## src/rtl/decode_pkg.sv

```systemverilog
//------------------------------------------------------------------------------
// Module  : decode_pkg
// Brief   : Control-word type and result-source encodings for the decode stage.
// Rev     : 1.0  initial release
//------------------------------------------------------------------------------
`default_nettype none

package decode_pkg;

    localparam int CTRL_W = 12;

    localparam logic [1:0] RES_ALU = 2'b00;
    localparam logic [1:0] RES_MEM = 2'b01;
    localparam logic [1:0] RES_PC4 = 2'b10;

    typedef struct packed {
        logic       reg_write;
        logic [1:0] result_src;
        logic       mem_write;
        logic       jump;
        logic       branch;
        logic [2:0] alu_ctrl;
        logic       alu_src;
        logic       jump_src;
        logic       a_type;
    } ctrl_t;

    function automatic logic isLoad(input ctrl_t c);
        return c.result_src == RES_MEM;
    endfunction

endpackage

`default_nettype wire

```

## src/rtl/regfile_2r1w.sv

```systemverilog
//------------------------------------------------------------------------------
// Module  : regfile_2r1w
// Brief   : Two-read one-write register file, x0 hardwired to zero, a0 tap.
//           DECODE_BYPASS_EN enables write-first forwarding on all read ports.
// Rev     : 1.0  initial release
//------------------------------------------------------------------------------
`default_nettype none

module regfile_2r1w #(
    parameter int D_WIDTH = 32,
    parameter int A_WIDTH = 5,
    parameter int A0_IDX  = 10
) (
    input  logic               clk,
    input  logic               rst,
    input  logic [A_WIDTH-1:0] a1,
    input  logic [A_WIDTH-1:0] a2,
    input  logic               we3,
    input  logic [A_WIDTH-1:0] a3,
    input  logic [D_WIDTH-1:0] wd3,
    output logic [D_WIDTH-1:0] rd1,
    output logic [D_WIDTH-1:0] rd2,
    output logic [D_WIDTH-1:0] a0
);

    localparam int                 c_NREGS = 1 << A_WIDTH;
    localparam logic [A_WIDTH-1:0] c_A0    = A_WIDTH'(A0_IDX);

    logic [D_WIDTH-1:0] r_regs [c_NREGS];
    logic               w_wrEn;
    logic               w_byp1;
    logic               w_byp2;
    logic               w_bypA0;

    assign w_wrEn = we3 && (a3 != '0);

    always_ff @(posedge clk or posedge rst) begin
        if (rst) begin
            for (int i = 0; i < c_NREGS; i++) begin
                r_regs[i] <= '0;
            end
        end else if (w_wrEn) begin
            r_regs[a3] <= wd3;
        end
    end

`ifdef DECODE_BYPASS_EN
    assign w_byp1  = w_wrEn && (a1 == a3);
    assign w_byp2  = w_wrEn && (a2 == a3);
    assign w_bypA0 = w_wrEn && (c_A0 == a3);
`else
    assign w_byp1  = 1'b0;
    assign w_byp2  = 1'b0;
    assign w_bypA0 = 1'b0;
`endif

    // x0 reads zero even if its storage was never touched
    assign rd1 = (a1 == '0)   ? '0 : (w_byp1  ? wd3 : r_regs[a1]);
    assign rd2 = (a2 == '0)   ? '0 : (w_byp2  ? wd3 : r_regs[a2]);
    assign a0  = (c_A0 == '0) ? '0 : (w_bypA0 ? wd3 : r_regs[c_A0]);

endmodule

`default_nettype wire

```

## src/rtl/decode_pipe_stage.sv

```systemverilog
//------------------------------------------------------------------------------
// Module  : decode_pipe_stage
// Brief   : Decode stage: register-file read, D/E pipeline register and
//           load-use stall. Optional macro DECODE_BYPASS_EN (WB forwarding).
// Rev     : 1.0  initial release
//------------------------------------------------------------------------------
`default_nettype none

module decode_pipe_stage
    import decode_pkg::*;
#(
    parameter int D_WIDTH = 32,
    parameter int A_WIDTH = 5,
    parameter int A0_IDX  = 10
) (
    input  logic               clk,
    input  logic               rst,
    input  logic [D_WIDTH-1:0] instr_d,
    input  logic               valid_d,
    input  logic [CTRL_W-1:0]  ctrl_d,
    input  logic [D_WIDTH-1:0] imm_ext_d,
    input  logic [D_WIDTH-1:0] pc_d,
    input  logic [D_WIDTH-1:0] pc_plus4_d,
    input  logic               flush_e,
    input  logic               we3,
    input  logic [A_WIDTH-1:0] a3,
    input  logic [D_WIDTH-1:0] wd3,
    output logic               stall_d,
    output logic               valid_e,
    output logic [CTRL_W-1:0]  ctrl_e,
    output logic [D_WIDTH-1:0] rd1_e,
    output logic [D_WIDTH-1:0] rd2_e,
    output logic [D_WIDTH-1:0] imm_ext_e,
    output logic [D_WIDTH-1:0] pc_e,
    output logic [D_WIDTH-1:0] pc_plus4_e,
    output logic [A_WIDTH-1:0] rs1_e,
    output logic [A_WIDTH-1:0] rs2_e,
    output logic [A_WIDTH-1:0] rd_e,
    output logic [D_WIDTH-1:0] a0
);

    typedef struct packed {
        logic               valid;
        ctrl_t              ctrl;
        logic [D_WIDTH-1:0] rd1;
        logic [D_WIDTH-1:0] rd2;
        logic [D_WIDTH-1:0] imm;
        logic [D_WIDTH-1:0] pc;
        logic [D_WIDTH-1:0] pc4;
        logic [A_WIDTH-1:0] rs1;
        logic [A_WIDTH-1:0] rs2;
        logic [A_WIDTH-1:0] rd;
    } eStage_t;

    eStage_t            r_e;
    eStage_t            w_eNext;
    ctrl_t              w_ctrlD;
    logic [4:0]         w_rs1Fld;
    logic [4:0]         w_rs2Fld;
    logic [4:0]         w_rdFld;
    logic [A_WIDTH-1:0] w_rs1;
    logic [A_WIDTH-1:0] w_rs2;
    logic [A_WIDTH-1:0] w_rd;
    logic [D_WIDTH-1:0] w_rd1;
    logic [D_WIDTH-1:0] w_rd2;
    logic               w_stall;
    logic               w_unused;

    assign w_ctrlD  = ctrl_t'(ctrl_d);
    assign w_rs1Fld = instr_d[19:15];
    assign w_rs2Fld = instr_d[24:20];
    assign w_rdFld  = instr_d[11:7];
    assign w_rs1    = A_WIDTH'(w_rs1Fld);
    assign w_rs2    = A_WIDTH'(w_rs2Fld);
    assign w_rd     = A_WIDTH'(w_rdFld);
    assign w_unused = ^{instr_d[D_WIDTH-1:25], instr_d[14:12], instr_d[6:0]};

    regfile_2r1w #(
        .D_WIDTH (D_WIDTH),
        .A_WIDTH (A_WIDTH),
        .A0_IDX  (A0_IDX)
    ) u_regfile (
        .clk (clk),
        .rst (rst),
        .a1  (w_rs1),
        .a2  (w_rs2),
        .we3 (we3),
        .a3  (a3),
        .wd3 (wd3),
        .rd1 (w_rd1),
        .rd2 (w_rd2),
        .a0  (a0)
    );

    // rs2 compared even when unused: cheaper than decoding the format
    assign w_stall = valid_d && r_e.valid && isLoad(r_e.ctrl) && (r_e.rd != '0) &&
                     ((r_e.rd == w_rs1) || (r_e.rd == w_rs2));

    always_comb begin
        w_eNext       = '0;
        w_eNext.valid = valid_d;
        w_eNext.ctrl  = valid_d ? w_ctrlD : '0;
        w_eNext.rd1   = w_rd1;
        w_eNext.rd2   = w_rd2;
        w_eNext.imm   = imm_ext_d;
        w_eNext.pc    = pc_d;
        w_eNext.pc4   = pc_plus4_d;
        w_eNext.rs1   = w_rs1;
        w_eNext.rs2   = w_rs2;
        w_eNext.rd    = w_rd;
    end

    always_ff @(posedge clk or posedge rst) begin
        if (rst) begin
            r_e <= '0;
        end else if (flush_e || w_stall) begin
            r_e <= '0;
        end else begin
            r_e <= w_eNext;
        end
    end

    assign stall_d    = w_stall;
    assign valid_e    = r_e.valid;
    assign ctrl_e     = r_e.ctrl;
    assign rd1_e      = r_e.rd1;
    assign rd2_e      = r_e.rd2;
    assign imm_ext_e  = r_e.imm;
    assign pc_e       = r_e.pc;
    assign pc_plus4_e = r_e.pc4;
    assign rs1_e      = r_e.rs1;
    assign rs2_e      = r_e.rs2;
    assign rd_e       = r_e.rd;

endmodule

`default_nettype wire
```

## config.mk

```make
export PLATFORM = sky130hd
export DESIGN_NAME = decode_pipe_stage
export DESIGN_NICKNAME = d
export VERILOG_FILES = /design/src/rtl/decode_pkg.sv /design/src/rtl/regfile_2r1w.sv /design/src/rtl/decode_pipe_stage.sv
export SDC_FILE = /design/constraint.sdc
export NUM_CORES = 2
export LEC_CHECK = 0
export ABC_AREA = 1
export BUFFER_PORTS_ARGS = -buffer_cell sky130_fd_sc_hd__buf_4
export CORE_UTILIZATION = 23
export CTS_BUF_LIST = sky130_fd_sc_hd__clkbuf_4 sky130_fd_sc_hd__clkbuf_8
export DETAILED_ROUTE_END_ITERATION = 10
export PLACE_DENSITY = 0.49
export SYNTH_ARGS = -nofsm -noshare
export SYNTH_HDL_FRONTEND = slang
export SYNTH_SLANG_ARGS = --single-unit
export TNS_END_PERCENT = 50
```

## constraint.sdc

```tcl
create_clock -name clk -period 39.8 [get_ports clk]
set_clock_uncertainty 0.05 [all_clocks]
set_input_delay 1.99 -clock clk [delete_from_list [all_inputs] [get_ports clk]]
set_output_delay 1.99 -clock clk [all_outputs]
set_load 0.01 [all_outputs]
```

==> impl_metrics.env <==
export IMPL_cts_buffers=219
export IMPL_reg2regPathDepth=8
export IMPL_worstReg2RegStart="rd_e[3]"
export IMPL_fin_area_mm2=0.0733
export IMPL_hold_viol=0
export IMPL_totalWireLength_um=273000
export IMPL_post_cts_buffers=0
export IMPL_via_count=61200
export IMPL_critPathMostFrequentCell="nand2_1"
export IMPL_hp_class="reg2reg"
export IMPL_synth_simple_area_share_pct=25.1
export IMPL_critical_path_class="in2out"
export IMPL_final_cell_mix="nand2_1 (2034), nand3_1 (1324), dfrtp_1 (1212)"
export IMPL_cts_repair_resized=0
export IMPL_synth_seq_cells=1212
export IMPL_ant_nets=0
export IMPL_rows=192
export IMPL_clockBufferDepth=4
export IMPL_synth_top_family_by_area="simple AND/OR/NAND/NOR gates"
export IMPL_post_route_period_util_pct=16.4
export IMPL_setup_viol=0
export IMPL_dr_pass1_iters=6
export IMPL_dieArea_mm2=0.278
export IMPL_grt_start_max_net_pins=218
export IMPL_grt_total_usage_pct=19.0
export IMPL_ys_types=22
export IMPL_antenna_found_initial=24
export IMPL_dp_hpwl_um=146000
export IMPL_start_util_pct=23.2
export IMPL_ioPinCount=403
export IMPL_synthAdderAreaFrac_pct=0
export IMPL_finalSetupTns_ps=0
export IMPL_slew_headroom_pct=14.4
export IMPL_powerDensity_mw_per_mm2=48.5
export IMPL_postPlaceCellArea_mm2=0.0687
export IMPL_clock_latency_ps=980
export IMPL_chipHeight_um=528
export IMPL_regArea_mm2=0.0303
export IMPL_drive_above_1_share_pct=10.3
export IMPL_endpoint_kind="primary output"
export IMPL_place_ws_ps=33330
export IMPL_fp_dieW_um=528
export IMPL_status="finished clean"
export IMPL_cts_hold_buffers=0
export IMPL_ys_warn_count=0
export IMPL_cp_top_family="buffers and inverters"
export IMPL_synthMuxAreaShare_pct=0
export IMPL_clock_sinks=1212
export IMPL_crit_required_ps=37760
export IMPL_p_leak_nw=34.4
export IMPL_synth_compound_area_share_pct=16.5
export IMPL_multiInputGateArea_mm2=0.0266
export IMPL_syn_area_per_cell_um2=7.30
export IMPL_final_setup_worst_slack_ps=33290
export IMPL_slew_viol_final=0
export IMPL_crit_path_max_fanout=34
export IMPL_cts_tree="done"
export IMPL_rsz0062_at_grt="no"
export IMPL_hold_path_depth=0
export IMPL_holdWs_ps=345
export IMPL_drc=0
export IMPL_gp_congestion=0.789
export IMPL_r2r_setup_slack_ps=36660
export IMPL_crit_buf_inv=4
export IMPL_hold_path_end="u_regfile.r_regs[1009]"
export IMPL_grt_overflow_total=0
export IMPL_htreeDepth=4
export IMPL_total_power_mw=3.56
export IMPL_syn_num_nets=8891
export IMPL_cts_root_buf="clkbuf_8"
export IMPL_n_fill_cell=29900
export IMPL_synthCells=8709
export IMPL_syn_cell_area_mm2=0.0635
export IMPL_hold_start="u_regfile.r_regs[1009]"
export IMPL_area_delta_synth_final_pct=15.3
export IMPL_vdd_drop_max_v=0.0000282
export IMPL_num_nets_final=8783
export IMPL_fin_crit_ps=6510
export IMPL_viasPerCell=4.92
export IMPL_final_common_cell="nand2_1"
export IMPL_max_clock_freq_ghz=0.154
export IMPL_critPathLaunchType="input pin"
export IMPL_cp_arrival_ps=4470
export IMPL_wl_per_cell_um=21.9
export IMPL_core_area_mm2=0.274
export IMPL_max_stage_delay_ps=710
export IMPL_synth_xor_xnor_area_share_pct=0.0276
export IMPL_numPortBuffers=385
export IMPL_drv_cap=0
export IMPL_path_cells="buf_4 > inv_4 > nand2_1 > nand2_1 > nor2_1 > nand3_1 > nand2_1 > nand2_1 > inv_1 > buf_4"
export IMPL_ys_seq_area_share_pct=47.7
export IMPL_grt_pass1_wl_um=397000
export IMPL_rr_endpoint="rd1_e[18]"
export IMPL_worst_pin_slew_ps=1280
export IMPL_path_clk_slew_ps=70
export IMPL_grt_pass1_vias=58900
export IMPL_slowest_stage="buf_4"
export IMPL_drt_iter0_markers=6350
worst max path at each step:
stage                start         to  slack (ps)  cells after the start
2_1_floorplan          rst  ctrl_e[0]        3610                      1
3_3_place_gp   instr_d[23]    stall_d       33310                     10
3_5_place_dp   instr_d[23]    stall_d       33330                     10
4_1_cts        instr_d[23]    stall_d       33330                     10
5_1_grt        instr_d[21]    stall_d       33290                     10
6_report       instr_d[23]    stall_d       33290                     10
cell families (layout without fill, tap and decap cells):
kind of cell / count (synthesis) / in the layout
and+or+nand+nor: 3788 / 3788
AOI/OAI and AO/OA: 2005 / 2005
buffers and inverters: 1702 / 1740
DFF: 1212 / 1212
xor gates and xnor gates: 2 / 2
other: 0 / 8
final cells by class:
| class | instances | share of cell area (%) |
|---|---|---|
| repair buffers | 485 | 5.11 |
| clock buffers | 333 | 5.74 |
| diodes | 8 | 0.0273 |
| flip-flops and latches | 1212 | 41.4 |
| multi-input cells | 5795 | 36.4 |
| clock inverters | 34 | 0.447 |
| well taps | 3686 | 6.29 |
| inverters | 888 | 4.62 |
sequential cells by signal, summed over array words and instances, names as in the netlist:
register,count
ctrl_e,12
imm_ext_e,32
pc_e,32
pc_plus4_e,32
rd1_e,32
rd2_e,32
rd_e,5
rs1_e,5
rs2_e,5
u_regfile.a0,32
u_regfile.r_regs,992
valid_e,1
Yosys cell counts, drive strengths merged:
library cell / count / share of area, %
a21oi: 504 / 4.0
buf: 290 / 2.3
clkbuf: 524 / 3.1
dfrtp: 1212 / 48
inv: 888 / 5.2
nand2: 2050 / 12
nand3: 1328 / 10
nand4: 2 / 0.020
nor2: 397 / 2.4
nor3: 7 / 0.079
nor3b: 1 / 0.012
nor4: 3 / 0.087
o211ai: 169 / 2.0
o21ai: 1332 / 10
xnor2: 2 / 0.028
per-stage QoR:
step	utilization, %	instances
after global placement	25.1	12100
after detailed placement	25.1	12100
after CTS	26.7	12400
after global routing	26.7	12400
after floorplan	-	8709
final	26.7	12400
report_power, final:
group          total, mW  switching [mW]  internal [mW]  leakage [nW]
clock               1.27           0.571          0.700          2.42
sequential          1.56           0.110           1.45          15.1
combinational      0.721           0.478          0.242          16.8
layer usage:
| metal | routed length, um | vias to the layer above | GRT usage, % |
|---|---|---|---|
| met4 | 12400 | 8 | 8.19 |
| met3 | 22500 | 708 | 3.75 |
| li1 | - | 28000 | - |
| met5 | 53 | - | 0 |
| met1 | 110000 | 29500 | 23.9 |
| met2 | 127000 | 2961 | 31.5 |
Power figures use the tool's default switching activity.
